### src/rtl/or_accel_seq.sv
// or_accel_seq: bus-master sequencer for the memory-mapped bitwise-OR accelerator.
//   Takes an operand pair from the command port, writes A (BASE+0x00) and B (BASE+0x08),
//   reads the result (BASE+0x10) and returns it on the result port.
//   A wait for acc_rvalid_i that exceeds TIMEOUT_CYCLES aborts with res_err_o=1.
// Ports:
//   clk_i, rst_i                         clock, synchronous active-high reset
//   cmd_valid_i/cmd_ready_o/cmd_a_i/cmd_b_i      command handshake and operands
//   res_valid_o/res_ready_i/res_data_o/res_err_o result handshake, data and abort flag
//   acc_req_o/acc_we_o/acc_be_o/acc_addr_o/acc_wdata_o  accelerator request
//   acc_rvalid_i/acc_rdata_i             accelerator response, one cycle after each request
// Optional: define OR_ACCEL_SEQ_OPCACHE_EN to skip rewriting operands that the
//   accelerator already holds.
module or_accel_seq #(
  parameter logic [31:0] BASE_ADDR      = 32'h0000_0000,
  parameter int          TIMEOUT_CYCLES = 16
) (
  input  logic        clk_i,
  input  logic        rst_i,
  input  logic        cmd_valid_i,
  output logic        cmd_ready_o,
  input  logic [31:0] cmd_a_i,
  input  logic [31:0] cmd_b_i,
  output logic        res_valid_o,
  input  logic        res_ready_i,
  output logic [31:0] res_data_o,
  output logic        res_err_o,
  output logic        acc_req_o,
  output logic        acc_we_o,
  output logic [3:0]  acc_be_o,
  output logic [31:0] acc_addr_o,
  output logic [31:0] acc_wdata_o,
  input  logic        acc_rvalid_i,
  input  logic [31:0] acc_rdata_i
);
  typedef enum logic [2:0] {IDLE, WR_A, WT_A, WR_B, WT_B, RD_C, WT_C, RESP} state_t;
  state_t state_q, state_d;
  logic [7:0]  cnt_q;
  logic [31:0] a_q, b_q, data_q;
  logic        err_q;
  logic        wt, timeout, abort;
  logic        hit_a, hit_b_cmd, hit_b_lat;
  assign wt      = state_q inside {WT_A, WT_B, WT_C};
  assign timeout = cnt_q == 8'(TIMEOUT_CYCLES - 1);
  // a response in the last permitted wait cycle still wins over the timeout
  assign abort   = wt && !acc_rvalid_i && timeout;
`ifdef OR_ACCEL_SEQ_OPCACHE_EN
  logic [31:0] ca_q, cb_q;
  logic        ca_v, cb_v;
  assign hit_a     = ca_v && ca_q == cmd_a_i;
  assign hit_b_cmd = cb_v && cb_q == cmd_b_i;
  // after writing A, B is checked against the latched operand
  assign hit_b_lat = cb_v && cb_q == b_q;
  always_ff @(posedge clk_i) begin
    if (rst_i || abort) begin
      ca_v <= 1'b0;
      cb_v <= 1'b0;
      ca_q <= '0;
      cb_q <= '0;
    end else begin
      if (state_q == WT_A && acc_rvalid_i) begin
        ca_v <= 1'b1;
        ca_q <= a_q;
      end
      if (state_q == WT_B && acc_rvalid_i) begin
        cb_v <= 1'b1;
        cb_q <= b_q;
      end
    end
  end
`else
  assign hit_a     = 1'b0;
  assign hit_b_cmd = 1'b0;
  assign hit_b_lat = 1'b0;
`endif
  always_comb begin
    state_d = state_q;
    unique case (state_q)
      IDLE: if (cmd_valid_i) state_d = hit_a ? (hit_b_cmd ? RD_C : WR_B) : WR_A;
      WR_A: state_d = WT_A;
      WR_B: state_d = WT_B;
      RD_C: state_d = WT_C;
      WT_A: state_d = acc_rvalid_i ? (hit_b_lat ? RD_C : WR_B) : timeout ? RESP : WT_A;
      WT_B: state_d = acc_rvalid_i ? RD_C : timeout ? RESP : WT_B;
      WT_C: state_d = (acc_rvalid_i || timeout) ? RESP : WT_C;
      RESP: if (res_ready_i) state_d = IDLE;
    endcase
  end
  always_comb begin
    cmd_ready_o = state_q == IDLE;
    res_valid_o = state_q == RESP;
    res_data_o  = data_q;
    res_err_o   = err_q;
    acc_req_o   = state_q inside {WR_A, WR_B, RD_C};
    acc_we_o    = state_q inside {WR_A, WR_B};
    acc_be_o    = acc_req_o ? 4'hF : 4'h0;
    acc_addr_o  = state_q == WR_A ? BASE_ADDR :
                  state_q == WR_B ? BASE_ADDR + 32'h08 :
                  state_q == RD_C ? BASE_ADDR + 32'h10 : 32'h0;
    acc_wdata_o = state_q == WR_A ? a_q : state_q == WR_B ? b_q : 32'h0;
  end
  always_ff @(posedge clk_i) begin
    if (rst_i) begin
      state_q <= IDLE;
      cnt_q   <= '0;
      a_q     <= '0;
      b_q     <= '0;
      data_q  <= '0;
      err_q   <= 1'b0;
    end else begin
      state_q <= state_d;
      cnt_q   <= (wt && state_d == state_q) ? cnt_q + 8'd1 : 8'd0;
      if (state_q == IDLE && cmd_valid_i) begin
        a_q <= cmd_a_i;
        b_q <= cmd_b_i;
      end
      if (state_q == WT_C && acc_rvalid_i) begin
        data_q <= acc_rdata_i;
        err_q  <= 1'b0;
      end else if (abort) begin
        data_q <= '0;
        err_q  <= 1'b1;
      end
    end
  end
endmodule

### config.mk
export PLATFORM = sky130hd
export DESIGN_NAME = or_accel_seq
export DESIGN_NICKNAME = d
export VERILOG_FILES = /design/src/rtl/or_accel_seq.sv
export SDC_FILE = /design/constraint.sdc
export NUM_CORES = 1
export LEC_CHECK = 0
export BUFFER_PORTS_ARGS = -buffer_cell sky130_fd_sc_hd__buf_2
export CORE_MARGIN = 3
export CORE_UTILIZATION = 32
export CTS_CLUSTER_DIAMETER = 80
export DETAILED_ROUTE_END_ITERATION = 7
export GPL_TIMING_DRIVEN = 0
export PLACE_DENSITY = 0.63
export SYNTH_ARGS = -nofsm -noshare
export SYNTH_HDL_FRONTEND = slang
export SYNTH_SLANG_ARGS = --single-unit
### constraint.sdc
create_clock -name clk_i -period 4.3 [get_ports clk_i]
set_input_delay 0 -clock clk_i [delete_from_list [all_inputs] [get_ports clk_i]]
set_output_delay 0 -clock clk_i [all_outputs]
set_load 0.03 [all_outputs]
==> impl_metrics.json, run 1 <==
{
  "outcome": "finished, final reports clean",
  "fmaxAchievable_mhz": 462,
  "drive_gt1_frac": 0.285,
  "root_buffer": "clkbuf_16",
  "die_w_um": 126,
  "endpoint_kind": "output port",
  "total_leakage_power_nw": 3.22,
  "path_clk_slew_ps": 70,
  "rows": 43,
  "ff2ff_setup_slack_ps": 2500,
  "vias": 4688,
  "gp_congestion": 0.787,
  "relSlewSlack": 0.509,
  "via_per_inst": 4.44,
  "dpl_cell_area_um2": 5820,
  "min_path_type": "input pin to flip-flop",
  "die_h_um": 126,
  "synth_area_um2": 4610,
  "wl_per_cell_um": 13.4,
  "synth_cells": 562,
  "grt_util_all_layers": 0.173,
  "io_pins": 206,
  "post-route-drc-count": 0,
  "crit_path_top_delay_cell": "a21boi_0",
  "htree_levels": 3,
  "synth_top_family_by_area": "simple AND/OR/NAND/NOR gates",
  "yosysSeqAreaShare": 0.469,
  "drt.antenna.violating_nets": 0,
  "reg2reg_depth": 7,
  "synth_edf_count": 0,
  "worstMarginPinSlew_ps": 730,
  "worst_slack_ps": 2140,
  "io_buffer_count": 175,
  "final-max-slew-violation-count": 0,
  "cts-resized-gates": 0,
  "critPathKind": "flip-flop to output port",
  "antenna_found_initial": 0,
  "period_share": 0.503,
  "clockBufferDepth": 2,
  "synth_fa_ha_area_frac": 0.00570,
  "holdPathEnd": "res_err_o",
  "rsz0062_at_grt": "false",
  "cp.required_ps": 4300,
  "crit_family": "buffers and inverters",
  "hold_viol": 0,
  "cts_tree": "built",
  "fin_area_um2": 7170,
  "firstDrtPassIters": 5,
  "setup-tns-final_ps": 0,
  "finalSetupViolCount": 0,
  "synth-simple-area-share": 0.202,
  "min_period_ps": 2160,
  "r2r_start": "state_q[0]",
  "ys.flop_type": "dfxtp_1",
  "mostFrequentLayoutCells": "buf_2 (193), nand2_1 (133), dfxtp_1 (108), dlygate4sd3_1 (97), nor2_1 (67)",
  "ir_drop_v": 0.000164,
  "diodes": 0,
  "ys_ff_latch": 108,
  "grt_max_degree": 17,
  "syn_avg_cell_area_um2": 8.20,
  "crit_path_cell_trace": "buf_4 > buf_2 > a21boi_0 > buf_4 > buf_2",
  "final_common_cell": "buf_2",
  "cp_max_fo": 10,
  "cpPeakStageDelay_ps": 610,
  "drt_iter0_drc": 174,
  "yosysWarnings": 0,
  "start_kind": "flip-flop",
  "grt_pass1_vias": 4558,
  "synth_compound_area_frac": 0.143,
  "dp.cells": 946,
  "clkLatencyLatePin_ps": 350,
  "die_area_um2": 15900,
  "synth_xor_xnor_area_share": 0.0114,
  "synth_cell_types": 38,
  "p_per_area_nw_per_um2": 364,
  "holdCritStartpoint": "acc_rvalid_i",
  "timing.rr.end": "b_q[25]",
  "wirelength_um": 14200,
  "stdcell_count": 1057,
  "dp_slack_ps": 2490,
  "arrival_ps": 2160,
  "numCtsBuffers": 9,
  "initial_core_util": 0.330,
  "place_hpwl_um": 9770,
  "drv_cap": 0,
  "coreArea_um2": 14000,
  "clkSinkCount": 108,
  "fin_skew_ps": 11.5,
  "path_buf_inv": 4,
  "fin_nets": 976,
  "grt_pass1_wl_um": 22400,
  "muxShareOfSynthArea": 0.0695,
  "overflow": 0,
  "area.growth.synth_to_final_pct": 55.4,
  "async_flop_share": 0,
  "whs_path_depth": 4
}
==> power by group <==
part	leakage, nW	switching, mW	total, mW	internal [mW]
logic	2.15	0.281	0.491	0.209
registers	0.880	0.0264	1.08	1.05
clock network	0.182	0.362	1.04	0.680
==> sequential cells by signal, summed over array words and instances, names as in the netlist <==
name and count:
a_q 32, cnt_q 8, res_err_o 1, b_q 32, res_data_o 32, state_q 3
==> worst register-to-register path, stage by stage, from the launching register on <==
cell and delay, ps:
dfxtp_1 320, buf_2 210, nor3_2 90, nand2_1 100, buf_2 230, clkbuf_1 500, nand2_1 110, a21oi_1 160
==> per-stage QoR <==
step                hold slack, ps  power (mW)   util
global route                  99.4        2.73  0.512
global placement               242        1.52  0.416
finish                        52.8        2.61  0.512
detailed placement             246        1.52  0.416
floorplan                      112        1.39      -
CTS                           42.8        2.64  0.512
==> layer usage <==
layer,wire [µm],share of wire,GRT usage,up-vias
li1,-,-,-,2430
met2,6790,0.48,0.302,155
met3,965,0.068,0.0428,11
met4,194,0.014,0.0555,0
met1,6250,0.44,0.209,2092
met5,0,0,0,-
==> cell type report <==
class	instances	area, µm²
clock buffers	9	225
fillers	1339	6820
flip-flops and latches	108	2160
multi-input cells	403	2100
clock inverters	5	150
repair buffers	272	1850
inverters	5	18.8
plain buffers	75	435
well taps	180	225
==> worst max-delay path by stage <==
stage               start          end  slack [ps]  cells past startpoint
6_report       state_q[1]  acc_be_o[3]        2140                      5
5_1_grt        state_q[1]  acc_be_o[0]        2030                      5
4_1_cts        state_q[1]  acc_be_o[3]        2110                      5
3_5_place_dp   state_q[0]      b_q[25]        2490                      7
3_3_place_gp   state_q[0]      b_q[25]        2510                      7
2_1_floorplan  state_q[1]  acc_be_o[0]        2350                      4
==> cell usage after synthesis, types with 2 or more instances <==
master | n | area share
a211oi_1 | 2 | 0.0033
mux2i_1 | 32 | 0.069
nand3_1 | 4 | 0.0043
inv_1 | 5 | 0.0041
nor4_1 | 8 | 0.011
a21oi_1 | 64 | 0.069
dfxtp_1 | 108 | 0.47
xor2_1 | 2 | 0.0038
nor2_1 | 67 | 0.055
buf_2 | 18 | 0.020
and3_1 | 3 | 0.0041
buf_4 | 35 | 0.057
nand2_1 | 133 | 0.11
nand2b_1 | 3 | 0.0041
a22oi_1 | 32 | 0.052
xnor2_1 | 4 | 0.0076
clkbuf_1 | 21 | 0.017
==> timing repair <==
action	4_1_cts	5_1_grt
hold buffers	97	0
setup buffers	0	0
endpoints found under the hold margin	97	0
setup endpoints to repair	0	0
==> cell families (layout without fill, tap and decap cells) <==
family / after synthesis / count (layout)
muxes: 32 / 32
other: 1 / 30
DFF: 108 / 108
and+or+nand+nor: 226 / 226
xor gates and xnor gates: 6 / 6
buffers and inverters: 80 / 366
AOI/OAI and AO/OA: 107 / 107
adders and majority gates: 2 / 2
No activity file was read; power rests on OpenSTA's default activity.
==> inputs of run 2 (changes only) <==
==> constraint.sdc (replaced) <==
create_clock -name clk_i -period 2.1 [get_ports clk_i]
set_input_delay 0 -clock clk_i [delete_from_list [all_inputs] [get_ports clk_i]]
set_output_delay 0 -clock clk_i [all_outputs]
set_load 0.03 [all_outputs]
==> run 2 against run 1 <==
Net effect:
- wire length increased by 0.34%
- hold slack got worse by 1.7 ps
- sequential share of layout area about the same
- die area unchanged
- count of clock-buffer cells in the layout unchanged
- power increased by 110%
- flip-flop and latch count unchanged
- via count about the same
- first-iteration DRC count increased by 5.2%
- highest routed layer unchanged
==> impl_metrics.json, run 2 (synthesized netlist as in run 1, its figures left out) <==
{
  "outcome": "finished, final reports clean",
  "start_kind": "flip-flop",
  "r2r_start": "state_q[0]",
  "total_leakage_power_nw": 3.23,
  "rows": 43,
  "die_w_um": 126,
  "startpoint": "state_q[1]",
  "fmaxAchievable_mhz": 516,
  "cts_tree": "built",
  "reg2reg_depth": 7,
  "wirelength_um": 14200,
  "clockBufferDepth": 2,
  "grt_pass1_vias": 4558,
  "dpl_cell_area_um2": 5820,
  "coreArea_um2": 14000,
  "overflow": 0,
  "wl_per_cell_um": 13.5,
  "min_period_ps": 1940,
  "fin_nets": 976,
  "firstDrtPassIters": 5,
  "gp_congestion": 0.787,
  "fin_skew_ps": 13.0,
  "die_area_um2": 15900,
  "drt_iter0_drc": 183,
  "io_buffer_count": 175,
  "endpoint_kind": "output port",
  "dp_slack_ps": 291,
  "io_pins": 206,
  "via_per_inst": 4.43,
  "ir_drop_v": 0.000338,
  "initial_core_util": 0.330,
  "cts_setup_buffers": 0,
  "htree_levels": 3,
  "mostFrequentLayoutCells": "buf_2 (193), nand2_1 (133), dfxtp_1 (108), dlygate4sd3_1 (97), nor2_1 (67)",
  "worstMarginPinSlew_ps": 653,
  "rsz0062_at_grt": "false",
  "final_common_cell": "buf_2",
  "path_clk_slew_ps": 80,
  "hold_viol": 0,
  "cp.required_ps": 2100,
  "final_util": 0.513,
  "diodes": 0,
  "critPathKind": "flip-flop to output port",
  "period_share": 0.922,
  "place_hpwl_um": 9770,
  "ff2ff_setup_slack_ps": 300,
  "vias": 4685,
  "grt_util_all_layers": 0.173,
  "arrival_ps": 1940,
  "drv_cap": 0,
  "fin_area_um2": 7170,
  "area.growth.synth_to_final_pct": 55.5,
  "total_power_mw": 5.36,
  "drive_gt1_frac": 0.288,
  "antenna_found_initial": 0,
  "grt_pass1_wl_um": 22400,
  "cp_max_fo": 10,
  "p_per_area_nw_per_um2": 747,
  "crit_end": "acc_be_o[3]",
  "root_buffer": "clkbuf_16",
  "final-max-slew-violation-count": 0,
  "post-route-drc-count": 0,
  "drt.antenna.violating_nets": 0,
  "relSlewSlack": 0.565,
  "grt_max_degree": 17,
  "setup-tns-final_ps": 0,
  "worst_slack_ps": 164,
  "die_h_um": 126,
  "clkLatencyLatePin_ps": 360,
  "numCtsBuffers": 9,
  "timing.rr.end": "b_q[25]",
  "holdCritStartpoint": "acc_rvalid_i",
  "finalSetupViolCount": 0,
  "clkSinkCount": 108,
  "min_path_type": "input pin to flip-flop"
}
-- run 2: cell counts in the layout (fill, tap and decap cells not counted) --
Identical to the previous run, type by type.
-- run 2: what timing repair did --
item,4_1_cts,5_1_grt
setup endpoints to repair,5,26
pin swaps,0,0
hold buffers,97,0
resized for setup,1,6
endpoints found under the hold margin,97,0
-- run 2: worst min path at each step --
stage                       endpoint  cells after the start
after floorplan           state_q[2]                      1
after global placement       b_q[27]                      3
after detailed placement     b_q[27]                      3
after CTS                  res_err_o                      4
after global routing       res_err_o                      4
final                      res_err_o                      4
-- run 2: per-layer routing --
metal,part of all wire,routed length (µm),vias to the layer above,track usage
li1,-,-,2430,-
met1,0.44,6320,2093,0.209
met5,0,0,-,0
met3,0.068,967,11,0.0428
met4,0.014,193,0,0.0555
met2,0.48,6770,151,0.302
-- run 2: through the flow --
step,hold slack (ps),cells
after floorplan,112,591
after global placement,242,946
after global routing,99.4,1057
after CTS,42.8,1057
final,51.1,1057
after detailed placement,246,946
-- run 2: where the power goes --
part           internal [mW]  switching (mW)  leakage [nW]
Clock                   1.39           0.752         0.182
Sequential              2.15          0.0539         0.880
Combinational          0.430           0.575          2.16
-- run 2: final cells by class --
cell class              instances  area, µm²
clock inverters                 5        150
well taps                     180        225
fillers                      1338       6820
repair buffers                272       1850
multi-input cells             403       2100
inverters                       5       18.8
flip-flops and latches        108       2160
plain buffers                  75        439
clock buffers                   9        225
-- run 2: critical path: stages, from the launching register on --
cell and delay [ps]:
dfxtp_1 360, buf_4 200, buf_2 230, a21boi_1 420, buf_4 190, buf_2 180
